==> src/rtl/op_class_dispatch_if.sv <==
// Instruction dispatch bus: one input stream and two classified output streams.
// The master side feeds words and consumes heads; the slave side is the dispatcher.
interface op_class_dispatch_if #(
    parameter int INSTR_W = 32
);
    logic               in_valid;
    logic               in_ready;
    logic [INSTR_W-1:0] in_instr;

    logic               mem_valid;
    logic               mem_ready;
    logic [INSTR_W-1:0] mem_instr;
    logic               mem_is_store;

    logic               pim_valid;
    logic               pim_ready;
    logic [INSTR_W-1:0] pim_instr;
    logic [2:0]         pim_sel;

    modport master (
        output in_valid, in_instr, mem_ready, pim_ready,
        input  in_ready, mem_valid, mem_instr, mem_is_store,
        input  pim_valid, pim_instr, pim_sel
    );

    modport slave (
        input  in_valid, in_instr, mem_ready, pim_ready,
        output in_ready, mem_valid, mem_instr, mem_is_store,
        output pim_valid, pim_instr, pim_sel
    );
endinterface

==> src/rtl/op_class_dispatch.sv <==
// Registered opcode classifier: sorts instruction words into memory and PIM FIFOs,
// drops and counts illegal opcodes, and optionally fences type switches.
module op_class_fifo #(
    parameter int W     = 33,
    parameter int DEPTH = 4
) (
    input  logic                       clk,
    input  logic                       rst_n,
    input  logic                       push,
    input  logic [W-1:0]               din,
    input  logic                       pop,
    output logic [W-1:0]               dout,
    output logic                       valid,
    output logic                       full,
    output logic [$clog2(DEPTH+1)-1:0] level
);
    localparam int PTR_W = $clog2(DEPTH);
    localparam int LVL_W = $clog2(DEPTH+1);

    logic [W-1:0]     buf_q [DEPTH];
    logic [W-1:0]     buf_d [DEPTH];
    logic [PTR_W-1:0] wr_ptr_q, wr_ptr_d;
    logic [PTR_W-1:0] rd_ptr_q, rd_ptr_d;
    logic [LVL_W-1:0] level_q, level_d;
    logic             push_en;
    logic             pop_en;

    assign full    = (level_q == LVL_W'(DEPTH));
    assign valid   = (level_q != '0);
    assign push_en = push && !full;
    assign pop_en  = pop && valid;
    assign level   = level_q;
    assign dout    = valid ? buf_q[rd_ptr_q] : '0;

    always_comb begin
        buf_d    = buf_q;
        wr_ptr_d = wr_ptr_q;
        rd_ptr_d = rd_ptr_q;
        level_d  = level_q;
        if (push_en) begin
            buf_d[wr_ptr_q] = din;
            wr_ptr_d        = wr_ptr_q + 1'b1;
        end
        if (pop_en) begin
            rd_ptr_d = rd_ptr_q + 1'b1;
        end
        case ({push_en, pop_en})
            2'b10:   level_d = level_q + 1'b1;
            2'b01:   level_d = level_q - 1'b1;
            default: level_d = level_q;
        endcase
    end

    always_ff @(posedge clk or negedge rst_n) begin
        if (!rst_n) begin
            for (int i = 0; i < DEPTH; i++) begin
                buf_q[i] <= '0;
            end
            wr_ptr_q <= '0;
            rd_ptr_q <= '0;
            level_q  <= '0;
        end else begin
            buf_q    <= buf_d;
            wr_ptr_q <= wr_ptr_d;
            rd_ptr_q <= rd_ptr_d;
            level_q  <= level_d;
        end
    end
endmodule

module op_class_dispatch #(
    parameter int INSTR_W = 32,
    parameter int OPC_MSB = 31,
    parameter int DEPTH   = 4,
    parameter int ORDERED = 1,
    parameter int CNT_W   = 16
) (
    input  logic                       clk,
    input  logic                       rst_n,
    op_class_dispatch_if.slave         bus,
    input  logic                       err_clr,
    output logic [$clog2(DEPTH+1)-1:0] mem_level,
    output logic [$clog2(DEPTH+1)-1:0] pim_level,
    output logic                       illegal_err,
    output logic [CNT_W-1:0]           illegal_cnt
);
    logic [5:0]       opcode;
    logic             is_mem;
    logic             is_store;
    logic             is_pim;
    logic [2:0]       sel;
    logic             mem_full;
    logic             pim_full;
    logic             in_ready_c;
    logic             fire;
    logic             illegal_acc;
    logic             illegal_err_q, illegal_err_d;
    logic [CNT_W-1:0] illegal_cnt_q, illegal_cnt_d;

    assign opcode = bus.in_instr[OPC_MSB -: 6];

    always_comb begin
        is_mem   = 1'b0;
        is_store = 1'b0;
        is_pim   = 1'b0;
        sel      = 3'd0;
        case (opcode)
            6'b110000, 6'b111000, 6'b110001, 6'b111001, 6'b110010: is_mem = 1'b1;
            6'b110100, 6'b111100, 6'b110101, 6'b111101, 6'b110110: begin
                is_mem   = 1'b1;
                is_store = 1'b1;
            end
            6'b010100: begin is_pim = 1'b1; sel = 3'd0; end
            6'b010101: begin is_pim = 1'b1; sel = 3'd1; end
            6'b010111: begin is_pim = 1'b1; sel = 3'd2; end
            6'b110011: begin is_pim = 1'b1; sel = 3'd3; end
            6'b110111: begin is_pim = 1'b1; sel = 3'd4; end
            default: ;
        endcase
    end

    // Ready looks only at the offered class and registered levels, never at the consumers.
    always_comb begin
        if (is_mem) begin
            in_ready_c = !mem_full && !((ORDERED != 0) && (pim_level != '0));
        end else if (is_pim) begin
            in_ready_c = !pim_full && !((ORDERED != 0) && (mem_level != '0));
        end else begin
            in_ready_c = 1'b1;
        end
    end

    assign bus.in_ready = in_ready_c;
    assign fire         = bus.in_valid && in_ready_c;
    assign illegal_acc  = fire && !is_mem && !is_pim;

    op_class_fifo #(.W(INSTR_W+1), .DEPTH(DEPTH)) u_mem_fifo (
        .clk   (clk),
        .rst_n (rst_n),
        .push  (fire && is_mem),
        .din   ({is_store, bus.in_instr}),
        .pop   (bus.mem_ready),
        .dout  ({bus.mem_is_store, bus.mem_instr}),
        .valid (bus.mem_valid),
        .full  (mem_full),
        .level (mem_level)
    );

    op_class_fifo #(.W(INSTR_W+3), .DEPTH(DEPTH)) u_pim_fifo (
        .clk   (clk),
        .rst_n (rst_n),
        .push  (fire && is_pim),
        .din   ({sel, bus.in_instr}),
        .pop   (bus.pim_ready),
        .dout  ({bus.pim_sel, bus.pim_instr}),
        .valid (bus.pim_valid),
        .full  (pim_full),
        .level (pim_level)
    );

    // A drop coinciding with a clear restarts the count at one.
    always_comb begin
        illegal_err_d = illegal_err_q;
        illegal_cnt_d = illegal_cnt_q;
        if (illegal_acc) begin
            illegal_err_d = 1'b1;
            if (err_clr) begin
                illegal_cnt_d = CNT_W'(1);
            end else if (illegal_cnt_q != '1) begin
                illegal_cnt_d = illegal_cnt_q + 1'b1;
            end
        end else if (err_clr) begin
            illegal_err_d = 1'b0;
            illegal_cnt_d = '0;
        end
    end

    always_ff @(posedge clk or negedge rst_n) begin
        if (!rst_n) begin
            illegal_err_q <= 1'b0;
            illegal_cnt_q <= '0;
        end else begin
            illegal_err_q <= illegal_err_d;
            illegal_cnt_q <= illegal_cnt_d;
        end
    end

    assign illegal_err = illegal_err_q;
    assign illegal_cnt = illegal_cnt_q;
endmodule
==> src/flat_wrapper.sv <==
// flat-port wrapper written by rule: the top's interface ports become plain ports
module op_class_dispatch_flat 
#(
    parameter int INSTR_W = 32,
    parameter int OPC_MSB = 31,
    parameter int DEPTH   = 4,
    parameter int ORDERED = 1,
    parameter int CNT_W   = 16
)
  (clk, rst_n, err_clr, mem_level, pim_level, illegal_err, illegal_cnt, bus_in_valid, bus_in_instr, bus_mem_ready, bus_pim_ready, bus_in_ready, bus_mem_valid, bus_mem_instr, bus_mem_is_store, bus_pim_valid, bus_pim_instr, bus_pim_sel);
  op_class_dispatch_if #(.INSTR_W(INSTR_W)) bus_i ();
  input  logic clk;
  input  logic rst_n;
  input  logic err_clr;
  output logic [$clog2(DEPTH+1)-1:0] mem_level;
  output logic [$clog2(DEPTH+1)-1:0] pim_level;
  output logic illegal_err;
  output logic [CNT_W-1:0] illegal_cnt;
  input wire logic [$bits(bus_i.in_valid)-1:0] bus_in_valid;
  input wire logic [$bits(bus_i.in_instr)-1:0] bus_in_instr;
  input wire logic [$bits(bus_i.mem_ready)-1:0] bus_mem_ready;
  input wire logic [$bits(bus_i.pim_ready)-1:0] bus_pim_ready;
  output wire logic [$bits(bus_i.in_ready)-1:0] bus_in_ready;
  output wire logic [$bits(bus_i.mem_valid)-1:0] bus_mem_valid;
  output wire logic [$bits(bus_i.mem_instr)-1:0] bus_mem_instr;
  output wire logic [$bits(bus_i.mem_is_store)-1:0] bus_mem_is_store;
  output wire logic [$bits(bus_i.pim_valid)-1:0] bus_pim_valid;
  output wire logic [$bits(bus_i.pim_instr)-1:0] bus_pim_instr;
  output wire logic [$bits(bus_i.pim_sel)-1:0] bus_pim_sel;
  assign bus_i.in_valid = bus_in_valid;
  assign bus_i.in_instr = bus_in_instr;
  assign bus_i.mem_ready = bus_mem_ready;
  assign bus_i.pim_ready = bus_pim_ready;
  assign bus_in_ready = bus_i.in_ready;
  assign bus_mem_valid = bus_i.mem_valid;
  assign bus_mem_instr = bus_i.mem_instr;
  assign bus_mem_is_store = bus_i.mem_is_store;
  assign bus_pim_valid = bus_i.pim_valid;
  assign bus_pim_instr = bus_i.pim_instr;
  assign bus_pim_sel = bus_i.pim_sel;
  op_class_dispatch #(.INSTR_W(INSTR_W), .OPC_MSB(OPC_MSB), .DEPTH(DEPTH), .ORDERED(ORDERED), .CNT_W(CNT_W)) u_core (.clk(clk), .rst_n(rst_n), .bus(bus_i), .err_clr(err_clr), .mem_level(mem_level), .pim_level(pim_level), .illegal_err(illegal_err), .illegal_cnt(illegal_cnt));
endmodule
==> config.mk <==
export PLATFORM = sky130hd
export DESIGN_NAME = op_class_dispatch_flat
export DESIGN_NICKNAME = d
export VERILOG_FILES = /design/src/rtl/op_class_dispatch_if.sv /design/src/rtl/op_class_dispatch.sv /design/src/flat_wrapper.sv
export SDC_FILE = /design/constraint.sdc
export NUM_CORES = 1
export LEC_CHECK = 0
export ABC_AREA = 1
export BUFFER_PORTS_ARGS = -buffer_cell sky130_fd_sc_hd__buf_2
export CORE_UTILIZATION = 40
export DETAILED_ROUTE_END_ITERATION = 12
export HOLD_SLACK_MARGIN = 0.03
export PLACE_DENSITY = 0.7
export SLEW_MARGIN = 20
export SYNTH_ARGS = -nofsm -noshare
export SYNTH_HDL_FRONTEND = slang
export SYNTH_SLANG_ARGS = --single-unit
==> constraint.sdc <==
create_clock -name clk -period 2.3 [get_ports clk]
set_input_delay 0.46 -clock clk [delete_from_list [all_inputs] [get_ports clk]]
set_output_delay 0.46 -clock clk [all_outputs]
set_load 0.05 [all_outputs]
; Yosys cells after proc, flatten, opt, wreduce, memory -nomap -nowiden
; Index checks and enable logic that the tools add are counted.
[totals]
ff_bits = 303
[classes]
n_addsub = 9
n_lt_le_gt_ge = 6
n_eq_ne = 22
muxes = 28
n_bitwise = 4
reduce_logical = 29
[ops]
columns = cell, count
row1 = $bwmux W140, 1
row2 = $mux W35, 4
row3 = $bwmux W132, 1
row4 = $mux W33, 4
row5 = $eq A6 B6 Y1 const B, 12
row6 = $bmux W35 S2, 1
row7 = $demux W35 S2, 1
row8 = $bmux W33 S2, 1
row9 = $demux W33 S2, 1
row10 = $mux W16, 4
row11 = $eq A6 B5 Y1 const B, 3
row12 = $add A16 B1 Y16 const B, 1
row13 = $ne A16 B16 Y1 const B, 1
row14 = $logic_and A1 B1 Y1, 13
row15 = $ge A3 B3 Y1 const B, 4
row16 = $not A2 Y3, 4
row17 = $pmux W3 S2, 2
row18 = $pmux W3 S4, 1
row19 = $reduce_or A10 Y1, 1
row20 = $reduce_or A5 Y1, 2
row21 = $add A2 B1 Y2 const B, 4
row22 = $reduce_bool A2 Y1, 4
row23 = $mux W1, 7
row24 = $add A3 B1 Y3 const B, 2
row25 = 8 further kinds, 19

; Longest topological paths before layout
; Gate-level depths: netlist of run 1.
[depth]
ltp_word = 10
depth_mapped = 15

; Cells and area by module
; From an unflattened synthesis of run 1, not the netlist that was laid out.
[unflattened]
cells_unflattened = 2328
area_unflattened_um2 = 16809.9
[modules_own_cells]
columns = module, instances, cells_each, area_each_um2
row1 = op_class_fifo (u_core.u_pim_fifo), 1, 1085, 7922.6
row2 = op_class_fifo (u_core.u_mem_fifo), 1, 1029, 7497.2
row3 = op_class_dispatch, 1, 214, 1390.1

; Least setup slack after synthesis of run 1
; No wires, ideal clock.
[synth_timing]
kind = reg-to-reg
start = reg u_core.u_mem_fifo.level_q[0] (netlist: u_core.u_mem_fifo.level[0])
end = reg u_core.u_mem_fifo.level_q[2] (netlist: u_core.u_mem_fifo.level[2])
setup_ns = 0.131
t_arrival_ns = 3.374
setup_slack_ns = -1.205
path_stages_with_launch = 15
n_path_buf = 0
path_cell_list = dfrtp_1 > inv_1 > nand3_1 > clkinv_1 > nand2_1 > nand2_1 > nand2_1 > nand2_1 > nand3_1 > ha_1 > inv_1 > fa_1 > a21oi_1 > o21ai_0 > xor2_1
[synth_via]
elab_chain_len = 10
[synth_rtl]
columns = element, line_no
row1 = "start, declared", op_class_dispatch.sv:24  ; logic [LVL_W-1:0] level_q, level_d;
row2 = "start signal, assigned", op_class_dispatch.sv:66  ; level_q <= level_d;
row3 = $reduce_bool A3 Y1 *, op_class_dispatch.sv:29  ; assign valid = (level_q != '0);
row4 = via bus_mem_valid, flat_wrapper.sv:24  ; output wire logic [$bits(bus_i.mem_valid)-1:0] bus_mem_valid;
row5 = $logic_not A1 Y1 *, op_class_dispatch.sv:127  ; in_ready_c = !pim_full && !((ORDERED != 0) && (mem_level != '0));
row6 = $logic_and A1 B1 Y1 *, op_class_dispatch.sv:127
row7 = $mux W1 *, op_class_dispatch.sv:126  ; end else if (is_pim) begin
row8 = $mux W1 *, op_class_dispatch.sv:124  ; if (is_mem) begin
row9 = via bus_in_ready, flat_wrapper.sv:23  ; output wire logic [$bits(bus_i.in_ready)-1:0] bus_in_ready;
row10 = $logic_and A1 B1 Y1 *, op_class_dispatch.sv:134  ; assign fire = bus.in_valid && in_ready_c;
row11 = $logic_and A1 B1 Y1 *, op_class_dispatch.sv:140  ; .push (fire && is_mem),
row12 = $logic_and A1 B1 Y1 *, op_class_dispatch.sv:30  ; assign push_en = push && !full;
row13 = $eq A2 B1 Y1 / $eq A2 B2 Y1 (equally long branches), op_class_dispatch.sv:47  ; case ({push_en, pop_en})
row14 = $pmux W3 S2 / $reduce_bool A2 Y1 (equally long branches), --
; The timed path passes the listed nets; every way through them passes the cells marked *.
; A chain may end at the register's enable or synchronous reset.

; Worst setup path in the final report of run 1
[layout_timing]
start = reg u_core.u_mem_fifo.rd_ptr_q[0]
end = out bus_mem_instr[6]
[layout_via]
elab_chain_len = 5
[layout_rtl]
columns = element, line_no
row1 = "start, declared", op_class_dispatch.sv:23  ; logic [PTR_W-1:0] rd_ptr_q, rd_ptr_d;
row2 = "start signal, assigned", op_class_dispatch.sv:65  ; rd_ptr_q <= rd_ptr_d;
row3 = $not A2 Y3 (implied by the code), op_class_dispatch.sv:33  ; assign dout = valid ? buf_q[rd_ptr_q] : '0;
row4 = $bmux W33 S2, op_class_dispatch.sv:33
row5 = $mux W33 (implied by the code) (2 in series), op_class_dispatch.sv:33
row6 = $mux W33, op_class_dispatch.sv:33
row7 = "end, declared", flat_wrapper.sv:25  ; output wire logic [$bits(bus_i.mem_instr)-1:0] bus_mem_instr;
; Every way passes these cells. The select of a mux whose other input is x is not followed.

==> metrics.yaml, run 1 <==
yosys:
  seq_area_frac_synth_pct: 51.0
  synth.avg_cell_area_sq_um: 7.63
  syn-cell-area_sq_um: 14900
  synth-edff-count: 0
  ys_ff_latch: 303
  synthArstFlopShare_pct: 100
  syn_nets: 1999
  synthDistinctLibCells: 39
  synth_flop_cell: "dfrtp_1"
  syn_inst: 1948
  ys_warn_count: 0
clock_network:
  clock_sinks: 303
  path_clk_slew_ns: 0.06
  cts-root-buf: "clkbuf_16"
  clockBufferDepth: 3
  htreeDepth: 2
  insertion_delay_ns: 0.52
  cts-buffers-inserted: 34
  cts_tree: "yes"
grt:
  grt_max_degree: 61
  track_usage_pct: 25.1
  use_met2_pct: 40.7
  grt_util_met1_pct: 34.2
  gr-total-overflow: 0
  grt_busiest_layer: "met2"
  grt_antenna_before_repair: 2
  globalRouteMet3Util_pct: 4.37
  grt_pass1_wl_mm: 75.1
  first_global_vias: 13700
timing:
  tightest_slew_ns: 0.584
  setup_violations: 63
  finalHoldViolations: 0
  setup_slack_ns: -0.167
  rsz0062_at_grt: "true"
  fin_skew_ns: 0.0231
  clock.fmax_mhz: 405
  max-slew-margin-rel_pct: 60.8
  finalCritPeriodShare_pct: 107
  fin_crit_ns: 2.47
  whs_ns: 0.258
  drv_slew: 0
placed_design:
  preCtsSetupSlack_ns: -0.273
  place.gp.congestion: 0.891
  dp_hpwl_mm: 28.7
  place_area_sq_um: 16800
  portBuffers: 131
floorplan:
  dieArea_sq_um: 37900
  rows: 70
  die_width_um: 195
  initial_utilization_pct: 40.6
  io_pins: 132
  die_y_um: 195
  core_area_sq_um: 36600
worst_setup_path:
  cp-start-kind: "flip-flop"
  critPathArrivalTime_ns: 2.01
  path_cells: "buf_6, nor2_1, nor2_1, o21ai_0, a21oi_2, buf_6"
  cp_slowest_cell: "dfrtp_4"
  critPathMaxStageDelay_ns: 0.54
  critPathMaxFanout: 14
  critPathCaptureType: "output port"
  required_ns: 1.84
  path_class: "reg -> out"
detailed_routing:
  ant_nets: 0
  wire_per_inst_um: 19.0
  wl_mm: 49.5
  drc: 0
  vias: 14000
  vias_per_cell: 5.38
  drt-initial-drc-count: 1285
  firstDrtPassIters: 5
power_and_ir_drop:
  seq_power_share_pct: 25.0
  clkPwrFrac_pct: 18.7
  p_int_w: 0.0166
  p_leak_nw: 10.2
  combinationalPowerShare_pct: 56.2
  p_sw_w: 0.0139
  switching_share_pct: 45.6
  ir_drop_uv: 1360
  power.density_nw_per_um2: 1540
hold_path:
  hp-class: "in -> reg"
final_layout:
  stdcell_area_sq_um: 19900
  drive_gt1_share_pct: 26.0
  syn2layout_area_growth_pct: 33.7
  nNetsFinal: 2166
  n_fill_cell: 3216
run_status:
  outcome: "finished, violations left"
  violations: "setup timing"
job:
  drv_cap: 0
[power by group through the flow]
stage / clock, W / sequential, W / combinational (W)
after global placement: 0 / 0.00748 / 0.0123
after detailed placement: 0 / 0.00753 / 0.0125
after CTS: 0.00575 / 0.00751 / 0.0153
after global routing: 0.00598 / 0.00778 / 0.0181
after floorplan: 0 / 0.00753 / 0.00890
final: 0.00572 / 0.00764 / 0.0172
[synth_stat cells (2+ instances only)]
master,number,area (sq um)
a21oi_1,79,395
buf_1,4,15.0
buf_2,48,240
buf_4,6,45.0
buf_6,20,225
clkbuf_1,66,248
clkinv_1,2,7.51
dfrtp_1,303,7580
fa_1,2,40.0
ha_1,11,138
inv_1,56,210
inv_2,2,7.51
inv_4,4,25.0
nand2_1,723,2710
nand2_2,2,12.5
nand3_1,136,681
nand4_1,13,81.3
nor2_1,286,1070
nor2_2,2,12.5
nor2_8,4,80.1
nor3_1,3,15.0
o2111ai_1,3,26.3
o211ai_1,2,15.0
o21ai_0,141,706
o21ai_2,2,17.5
or2_2,2,12.5
xnor2_1,3,26.3
xor2_1,12,105
[repair_timing]
item,4_1_cts,5_1_grt
gates resized for setup,268,195
hold buffers,1,0
endpoints found under the hold margin,47,0
pin swaps,35,72
setup buffers,16,10
gates cloned,11,14
setup endpoints to repair,69,87
[worst paths after layout]
path | start | to | slack (ns) | depth (start not counted)
worst max-delay path | u_core.u_mem_fifo.rd_ptr_q[0] | bus_mem_instr[6] | -0.17 | 6
worst min-delay path | bus_in_instr[26] | u_core.u_pim_fifo.buf_q[61] | 0.26 | 3
worst max register to register | u_core.u_pim_fifo.level[1] | u_core.u_mem_fifo.level[2] | 0.11 | 14
worst min register to register | u_core.u_pim_fifo.buf_q[100] | u_core.u_pim_fifo.buf_q[100] | 0.46 | 2
max in group asynchronous | rst_n | u_core.u_pim_fifo.buf_q[65] | 1.05 | 3
min in group asynchronous | rst_n | u_core.u_pim_fifo.buf_q[91] | 0.47 | 2
[registers in the layout (all words and copies together) (netlist names)]
register and cells:
u_core.illegal_cnt 16, u_core.illegal_err 1, u_core.u_mem_fifo.buf_q 132, u_core.u_mem_fifo.level 3, u_core.u_mem_fifo.rd_ptr_q 2, u_core.u_mem_fifo.wr_ptr_q 2, u_core.u_pim_fifo.buf_q 140, u_core.u_pim_fifo.level 3
u_core.u_pim_fifo.rd_ptr_q 2, u_core.u_pim_fifo.wr_ptr_q 2
[worst max-delay path: cells and delay by family, from the launching register on]
kind | cells | cell delay, ns
AO/OA/AOI/OAI | 2 | 0.38
flip-flops | 1 | 0.54
buffers and inverters | 2 | 0.42
AND/OR/NAND/NOR | 2 | 0.13
[cell usage in the layout, fill, tap and decap left out, drive strengths merged, types with 2 or more instances in the layout]
| cell | n |
|---|---|
| inv | 61 |
| buf | 263 |
| bufinv | 3 |
| o2111ai | 3 |
| fa | 2 |
| or2 | 2 |
| clkbuf | 59 |
| nand2 | 725 |
| nor2 | 293 |
| xnor2 | 3 |
| ha | 11 |
| a21oi | 79 |
| nor3 | 4 |
| xor2 | 12 |
| o211ai | 2 |
| clkinvlp | 4 |
| nand3 | 137 |
| nand4 | 14 |
| o21ai | 145 |
| clkinv | 8 |
| dfrtp | 303 |
[logic make-up after synthesis]
group | count (synthesis) | share of synthesized area, %
xor+xnor | 15 | 0.884
simple gates | 1177 | 32.0
flops | 303 | 51.0
buf+inv | 208 | 6.88
fa+ha+maj | 13 | 1.20
compound gates | 232 | 8.04
[metrics by stage]
step | TNS, ns | power, W | instances | utilization, %
final | -5.01 | 0.0305 | 2609 | 54.3
after floorplan | -0.768 | 0.0164 | 1948 | -
after detailed placement | -16.79 | 0.0200 | 2499 | 45.9
after CTS | -3.06 | 0.0286 | 2587 | 52.0
after global routing | -9.72 | 0.0319 | 2609 | 54.3
after global placement | -3.55 | 0.0198 | 2499 | 45.9
[layer usage]
layer	vias up	part of all wire (%)
met2	573	47
li1	6497	-
met1	6842	42
met4	0	2.8
met3	115	7.7
met5	-	0
[layout make-up]
cell class              count  area (sq um)  share of cell area (%)
repair buffers            274          3160                    15.9
well taps                 468           586                    2.95
clock inverters            12           155                   0.781
inverters                  64           278                    1.40
clock buffers              49          1020                    5.12
multi-input cells        1438          7080                    35.6
flip-flops and latches    303          7600                    38.2
diodes                      1          2.50                  0.0126
No activity file was read; power rests on OpenSTA's default activity.
==> inputs of run 2 (changes only) <==
--- a/config.mk
+++ b/config.mk
@@ -5,12 +5,14 @@
 export SDC_FILE = /design/constraint.sdc
 export NUM_CORES = 1
 export LEC_CHECK = 0
-export ABC_AREA = 1
 export BUFFER_PORTS_ARGS = -buffer_cell sky130_fd_sc_hd__buf_2
-export CORE_UTILIZATION = 40
+export CELL_PAD_IN_SITES_DETAIL_PLACEMENT = 2
+export CELL_PAD_IN_SITES_GLOBAL_PLACEMENT = 2
+export CORE_UTILIZATION = 39
 export DETAILED_ROUTE_END_ITERATION = 12
 export HOLD_SLACK_MARGIN = 0.03
-export PLACE_DENSITY = 0.7
+export PLACE_DENSITY = 0.88
+export SETUP_SLACK_MARGIN = 0.5
 export SLEW_MARGIN = 20
 export SYNTH_ARGS = -nofsm -noshare
 export SYNTH_HDL_FRONTEND = slang
==> metrics.yaml, run 2 <==
detailed_routing:
  vias_per_cell: 6.08  # +13%
  wire_per_inst_um: 38.8  # +100%
  drt-initial-drc-count: 624  # -51%
  drc: 0  # unchanged
  vias: 10300  # -26%
  firstDrtPassIters: 5  # unchanged
  wl_mm: 65.9  # +33%
  ant_nets: 0  # unchanged
floorplan:
  io_pins: 132  # unchanged
  core_area_sq_um: 34900  # -4.7%
  die_width_um: 191  # -1.9%
  die_y_um: 191  # -1.9%
  dieArea_sq_um: 36500  # -3.8%
  initial_utilization_pct: 39.9  # -0.66 points
  rows: 68  # -2.9%
yosys:
  synthArstFlopShare_pct: 100  # unchanged
  synthDistinctLibCells: 49  # +26%
  seq_area_frac_synth_pct: 54.4  # +3.4 points
  ys_ff_latch: 303  # unchanged
  yosysMostFrequentCell: "dfrtp_1"
  syn_nets: 1004  # -50%
  synth.avg_cell_area_sq_um: 14.6  # +92%
  synthTopCellsByCount: "303 x dfrtp_1, 167 x mux2_2, 78 x mux2_1"
  ys_warn_count: 0  # unchanged
  yosysTopAreaCellShare_pct: 54.4  # +3.4 points
  yosys-top-cells-area: "dfrtp_1 54%, mux2_2 13%, mux4_2 11%"
  synth_flop_cell: "dfrtp_1"
  synth-edff-count: 0  # unchanged
  yosysTopAreaCell: "dfrtp_1"
  syn_inst: 953  # -51%
  syn-cell-area_sq_um: 13900  # -6.3%
run_status:
  outcome: "finished, violations left"
  violations: "setup timing"
power_and_ir_drop:
  p_sw_w: 0.00820  # -41%
  p_int_w: 0.0137  # -18%
  switching_share_pct: 37.5  # -8.1 points
  ir_drop_uv: 1040  # -24%
  combinationalPowerShare_pct: 38.6  # -18 points
  seq_power_share_pct: 33.2  # +8.2 points
  power.density_nw_per_um2: 1100  # -28%
  p_leak_nw: 9.74  # -4.6%
  clkPwrFrac_pct: 28.3  # +9.6 points
timing:
  whs_ns: 0.278  # +0.0200 ns
  fin_setup_tns_ns: -65.93  # -60.92 ns
  tightest_slew_ns: 0.617  # +0.0337 ns
  clock.fmax_mhz: 362  # -11%
  max-slew-margin-rel_pct: 58.8  # -1.9 points
  setup_violations: 338  # +440%
  setup_slack_ns: -0.462  # -0.294 ns
  drv_slew: 0  # unchanged
  fin_skew_ns: 0.0326  # +0.00959 ns
  rsz0062_at_grt: "true"
  finalCritPeriodShare_pct: 120  # +13 points
  finalHoldViolations: 0  # unchanged
  fin_crit_ns: 2.76  # +0.294 ns
final_layout:
  n_fill_cell: 2969  # -7.7%
  nNetsFinal: 1267  # -42%
  largest_reg_flops: 140  # unchanged
  final_common_cell: "dfrtp_1"
  top_register: "u_core.u_pim_fifo.buf_q"
  syn2layout_area_growth_pct: 42.4
  drive_gt1_share_pct: 67.1  # +41 points
  layout_common_cells: "288 x dfrtp_1, 176 x mux2_2, 90 x buf_6"
placed_design:
  portBuffers: 131  # unchanged
  place.gp.congestion: 0.768  # -14%
  dp_hpwl_mm: 27.7  # -3.6%
clock_network:
  cts_tree: "yes"
  cts-root-buf: "clkbuf_16"
  clock_sinks: 303  # unchanged
  cts-buffers-inserted: 35  # +2.9%
  path_clk_slew_ns: 0.07  # about the same
  clockBufferDepth: 3  # unchanged
  insertion_delay_ns: 0.56  # +0.04 ns
  htreeDepth: 2  # unchanged
worst_setup_path:
  critPathMaxFanout: 4  # -10
  critPathCaptureType: "flip-flop"
  cp_slowest_cell: "dfrtp_2"
  path_class: "reg -> reg"
  critPathMaxStageDelay_ns: 0.45  # -0.09 ns
  required_ns: 2.73  # +0.89 ns
  worstSetupStartpoint: "u_core.u_pim_fifo.level[1]"
  critPathArrivalTime_ns: 3.19  # +1.18 ns
  cp-start-kind: "flip-flop"
  path_cells: "nor3_4, buf_6, buf_6, nand4_1, a211oi_2, inv_1, ha_4, inv_4, fa_2, xor2_2, nor2_2, xor2_2"
  r2r-start: "u_core.u_pim_fifo.level[1]"
grt:
  grt_pass1_wl_mm: 80.0  # +6.5%
  track_usage_pct: 30.7  # +5.6 points
  first_global_vias: 11300  # -18%
  grt_max_degree: 67  # +9.8%
  grt_antenna_before_repair: 3  # +1
  gr-total-overflow: 0  # unchanged
job:
  drv_cap: 0  # unchanged
hold_path:
  min_from: "bus_in_instr[29]"
  hp-class: "in -> reg"
run 2: cell count changes after synthesis, sizes merged, moves of 45 or more:
| cell | before | now |
|---|---|---|
| a21oi | 79 | 12 |
| nor2 | 293 | 8 |
| mux2 | 0 | 245 |
| clkbuf | 66 | 21 |
| inv | 62 | 17 |
| nand2 | 725 | 28 |
| mux4 | 0 | 68 |
| o21ai | 144 | 25 |
| and2 | 0 | 76 |
| nand3 | 137 | 17 |
run 2: stage by stage:
stage / util, % / area [sq um] / std cells / power [W] / setup slack, ns
2_1_floorplan: - / 14300 / 953 / 0.0111 / 0.00785
3_3_place_gp: 45.3 / 15800 / 1534 / 0.0126 / -0.0261
3_5_place_dp: 45.3 / 15800 / 1534 / 0.0131 / -0.192
4_1_cts: 53.0 / 18500 / 1648 / 0.0204 / -0.338
5_1_grt: 56.9 / 19800 / 1697 / 0.0223 / -0.501
6_report: 56.9 / 19800 / 1698 / 0.0219 / -0.462
run 2: power by group through the flow:
stage          combinational [W]  clock [W]  sequential (W)
2_1_floorplan            0.00420          0         0.00689
3_3_place_gp             0.00580          0         0.00684
3_5_place_dp             0.00609          0         0.00700
4_1_cts                  0.00746    0.00600         0.00698
5_1_grt                  0.00867    0.00639         0.00726
6_report                 0.00843    0.00618         0.00725
run 2: worst paths after layout:
path / cells past startpoint / to / slack [ns]
setup / recovery: 12 / u_core.u_pim_fifo.level[2] / -0.46
hold / removal: 2 / u_core.u_mem_fifo.buf_q[29] / 0.28
setup reg to reg: 12 / u_core.u_pim_fifo.level[2] / -0.46
hold reg to reg: 1 / u_core.u_pim_fifo.buf_q[135] / 0.49
max in group asynchronous: 3 / u_core.illegal_cnt[3] / 0.97
min in group asynchronous: 2 / u_core.u_mem_fifo.buf_q[113] / 0.48
run 2: worst max-delay path: cells and delay by family (launching register included):
family          cells  cell delay [ns]
flops               1             0.45
fa+ha+maj           2             0.43
buf+inv             4             0.44
xor+xnor            2             0.45
simple gates        3             0.50
compound gates      1             0.39
run 2: cell type report:
cell class                 instances  area (sq um)  share of cell area, %
clock buffer                      53          1090                   5.47
sequential                       303          7600                   38.3
antenna                            2          5.00                 0.0252
multi-input combinational        571          6940                   35.0
inverter                          17          67.6                  0.341
clock inverter                     9           123                  0.618
timing repair buffer             288          3450                   17.4
tap                              455           569                   2.87
run 2: what timing repair did:
item | in CTS | in global routing
endpoints found under the setup margin | 359 | 373
endpoints found under the hold margin | 58 | 0
hold buffers | 1 | 0
pin swaps | 15 | 32
buffers inserted | 36 | 30
resized for setup | 230 | 200
gates cloned | 15 | 18
run 2: cell families (layout without fill, tap and decap cells):
family / Yosys count / count (layout) / synth area share (%)
compound gates: 54 / 54 / 2.58
xor+xnor: 14 / 14 / 0.880
fa+ha+maj: 13 / 13 / 1.28
buf+inv: 79 / 367 / 2.69
flops: 303 / 303 / 54.4
mux: 315 / 315 / 30.9
other cells: 0 / 2 / 0
simple gates: 175 / 175 / 7.22
run 2: metal layers:
| layer | wire (um) | track usage (%) | vias to the layer above |
|---|---|---|---|
| met5 | 25 | 0 | - |
| met4 | 3690 | 12.8 | 4 |
| met3 | 3270 | 4.77 | 220 |
| met2 | 35000 | 56.3 | 473 |
| met1 | 24000 | 35.3 | 5646 |
| li1 | - | - | 3989 |
==> inputs of run 3 (changes only) <==
--- a/config.mk
+++ b/config.mk
@@ -8,8 +8,10 @@
 export BUFFER_PORTS_ARGS = -buffer_cell sky130_fd_sc_hd__buf_2
 export CELL_PAD_IN_SITES_DETAIL_PLACEMENT = 2
 export CELL_PAD_IN_SITES_GLOBAL_PLACEMENT = 2
+export CORE_ASPECT_RATIO = 2
 export CORE_UTILIZATION = 39
 export DETAILED_ROUTE_END_ITERATION = 12
+export GPL_TIMING_DRIVEN = 0
 export HOLD_SLACK_MARGIN = 0.03
 export PLACE_DENSITY = 0.88
 export SETUP_SLACK_MARGIN = 0.5
@@ -17,3 +19,4 @@
 export SYNTH_ARGS = -nofsm -noshare
 export SYNTH_HDL_FRONTEND = slang
 export SYNTH_SLANG_ARGS = --single-unit
+export TNS_END_PERCENT = 10
==> metrics.yaml, run 3 (synthesis gave the netlist of run 2 again) <==
run_status:
  outcome: "finished, violations left"
  violations: "hold timing, setup timing"
clock_network:
  path_clk_slew_ns: 0.08  # about the same
  cts-buffers-inserted: 27  # -23%
  cts_tree: "yes"
  clock_sinks: 303  # unchanged
  insertion_delay_ns: 0.58  # +0.02 ns
  htreeDepth: 1  # -1
  clockBufferDepth: 3  # unchanged
  cts-root-buf: "clkbuf_16"
power_and_ir_drop:
  power.density_nw_per_um2: 1080  # -1.6%
  p_sw_w: 0.00713  # -13%
  ir_drop_uv: 778  # -25%
  switching_share_pct: 36.2  # -1.3 points
  p_int_w: 0.0126  # -7.9%
  p_leak_nw: 8.93  # -8.3%
  clkPwrFrac_pct: 24.5  # -3.8 points
  seq_power_share_pct: 35.6  # +2.4 points
  combinationalPowerShare_pct: 39.9  # +1.3 points
timing:
  clock.fmax_mhz: 374  # +3.4%
  tightest_slew_ns: 0.693  # +0.0759 ns
  setup_slack_ns: -0.372  # +0.0900 ns
  max-slew-margin-rel_pct: 53.8  # -5.1 points
  fin_setup_tns_ns: -22.12  # +43.81 ns
  rsz0062_at_grt: "true"
  fin_crit_ns: 2.67  # -0.0900 ns
  setup_violations: 87  # -74%
  drv_slew: 0  # unchanged
  finalHoldViolations: 5  # +5
  finalCritPeriodShare_pct: 116  # -3.9 points
  fin_skew_ns: 0.0383  # +0.00568 ns
  whs_ns: -0.000626  # -0.278 ns
grt:
  gr-total-overflow: 0  # unchanged
  grt_antenna_before_repair: 1  # -2
  first_global_vias: 11000  # -2.6%
  track_usage_pct: 28.7  # -2.0 points
  grt_pass1_wl_mm: 76.9  # -3.9%
  grt_max_degree: 99  # +48%
placed_design:
  dp_hpwl_mm: 28.7  # +3.7%
  place.gp.congestion: 0.752  # -2.0%
  preCtsSetupSlack_ns: -0.466  # -0.274 ns
  portBuffers: 129  # -1.5%
worst_setup_path:
  critPathArrivalTime_ns: 2.21  # -0.98 ns
  path_class: "reg -> out"
  r2r_cells: 11  # -1
  critPathMaxFanout: 9  # +5
  cp-start-kind: "flip-flop"
  critPathCaptureType: "output port"
  required_ns: 1.84  # -0.89 ns
final_layout:
  layout_common_cells: "291 x dfrtp_1, 127 x mux2_2, 81 x mux2_4"
  final_util_pct: 51.8  # -5.1 points
  seq_area_sq_um: 7600  # about the same
  syn2layout_area_growth_pct: 30.5
  largest_reg_flops: 140  # unchanged
  drive_gt1_share_pct: 57.7  # -9.4 points
  multi_input_area_sq_um: 6730  # -2.9%
  top_register: "u_core.u_pim_fifo.buf_q"
  final_common_cell: "dfrtp_1"
  n_fill_cell: 3125  # +5.3%
  nNetsFinal: 1185  # -6.5%
job:
  drv_cap: 0  # unchanged
floorplan:
  die_y_um: 269  # +41%
  initial_utilization_pct: 39.7  # -0.22 points
  rows: 97  # +43%
  dieArea_sq_um: 36500  # +0.13%
  die_width_um: 136  # -29%
  core_area_sq_um: 35100  # +0.55%
  io_pins: 132  # unchanged
detailed_routing:
  drc: 0  # unchanged
  ant_nets: 0  # unchanged
  wl_met1_mm: 19.0  # -21%
  firstDrtPassIters: 4  # -1
  wl_mm: 51.3  # -22%
  wire_per_inst_um: 32.0  # -17%
  drt-initial-drc-count: 581  # -6.9%
  vias_per_cell: 5.74  # -5.6%
  vias: 9187  # -11%
  top_layer_used: "met4"
  met3_length_mm: 1.34  # -59%
  met2WireLength_mm: 28.8  # -18%
hold_path:
  hp-class: "in -> async"
==> run 3: cell count changes in the layout (fill, tap and decap cells not counted), sizes merged <==
cell      delta
buf         -85
bufinv       -1
clkbuf       -1
clkinv       -2
clkinvlp     -1
inv          +2
==> run 3: final cells by class <==
cell class | instances | area share [%]
Antenna cell | 2 | 0.0275
Clock inverter | 7 | 0.509
Multi-Input combinational cell | 571 | 37.0
Clock buffer | 41 | 4.39
Inverter | 17 | 0.365
Buffer | 62 | 4.61
Timing Repair Buffer | 152 | 8.19
Sequential cell | 303 | 41.8
Tap cell | 445 | 3.06
==> run 3: power groups by stage <==
| stage | Sequential (W) | Clock, W | Combinational, W |
|---|---|---|---|
| 3_3_place_gp | 0.00677 | 0 | 0.00555 |
| 2_1_floorplan | 0.00689 | 0 | 0.00401 |
| 4_1_cts | 0.00688 | 0.00480 | 0.00743 |
| 5_1_grt | 0.00709 | 0.00503 | 0.00820 |
| 6_report | 0.00702 | 0.00482 | 0.00786 |
| 3_5_place_dp | 0.00690 | 0 | 0.00580 |
==> run 3: final timing paths <==
| check | start | to | slack, ns |
|---|---|---|---|
| setup / recovery | u_core.u_pim_fifo.rd_ptr_q[0] | bus_pim_instr[23] | -0.37 |
| hold / removal | rst_n | u_core.u_mem_fifo.buf_q[2] | -0.0006 |
| setup reg to reg | u_core.u_mem_fifo.level[1] | u_core.u_pim_fifo.level[2] | -0.27 |
| hold reg to reg | u_core.u_mem_fifo.buf_q[125] | u_core.u_mem_fifo.buf_q[125] | 0.49 |
| max in group asynchronous | rst_n | u_core.u_mem_fifo.buf_q[120] | 0.93 |
| min in group clk | bus_in_instr[7] | u_core.u_pim_fifo.buf_q[7] | 0.25 |
==> run 3: what timing repair did <==
action | 4_1_cts | 5_1_grt
cloned | 2 | 2
setup endpoints to repair | 373 | 459
pin swaps | 41 | 21
setup buffers | 10 | 3
endpoints found under the hold margin | 26 | 26
hold buffers | 2 | 1
gates resized for setup | 459 | 42
==> run 3: worst max-delay path, stage by stage (launching register included) <==
cell	delay [ns]
dfrtp_1	0.40
buf_12	0.18
buf_16	0.15
mux4_2	0.54
and2_4	0.20
buf_6	0.15
==> run 3: metrics by stage <==
stage          cells  instance area (sq um)  power (W)  hold slack, ns
2_1_floorplan    953                  14100     0.0109           0.164
3_3_place_gp    1527                  15300     0.0123           0.443
3_5_place_dp    1530                  15400     0.0127           0.330
4_1_cts         1592                  18000     0.0191           0.218
5_1_grt         1599                  18200     0.0203          0.0472
6_report        1600                  18200     0.0197       -0.000626
==> run 3: layer usage <==
metal	up-vias	global-route usage, %
met1	5040	33.1
met4	0	12.3
met5	-	0
li1	3792	-
met3	105	2.41
met2	250	52.9
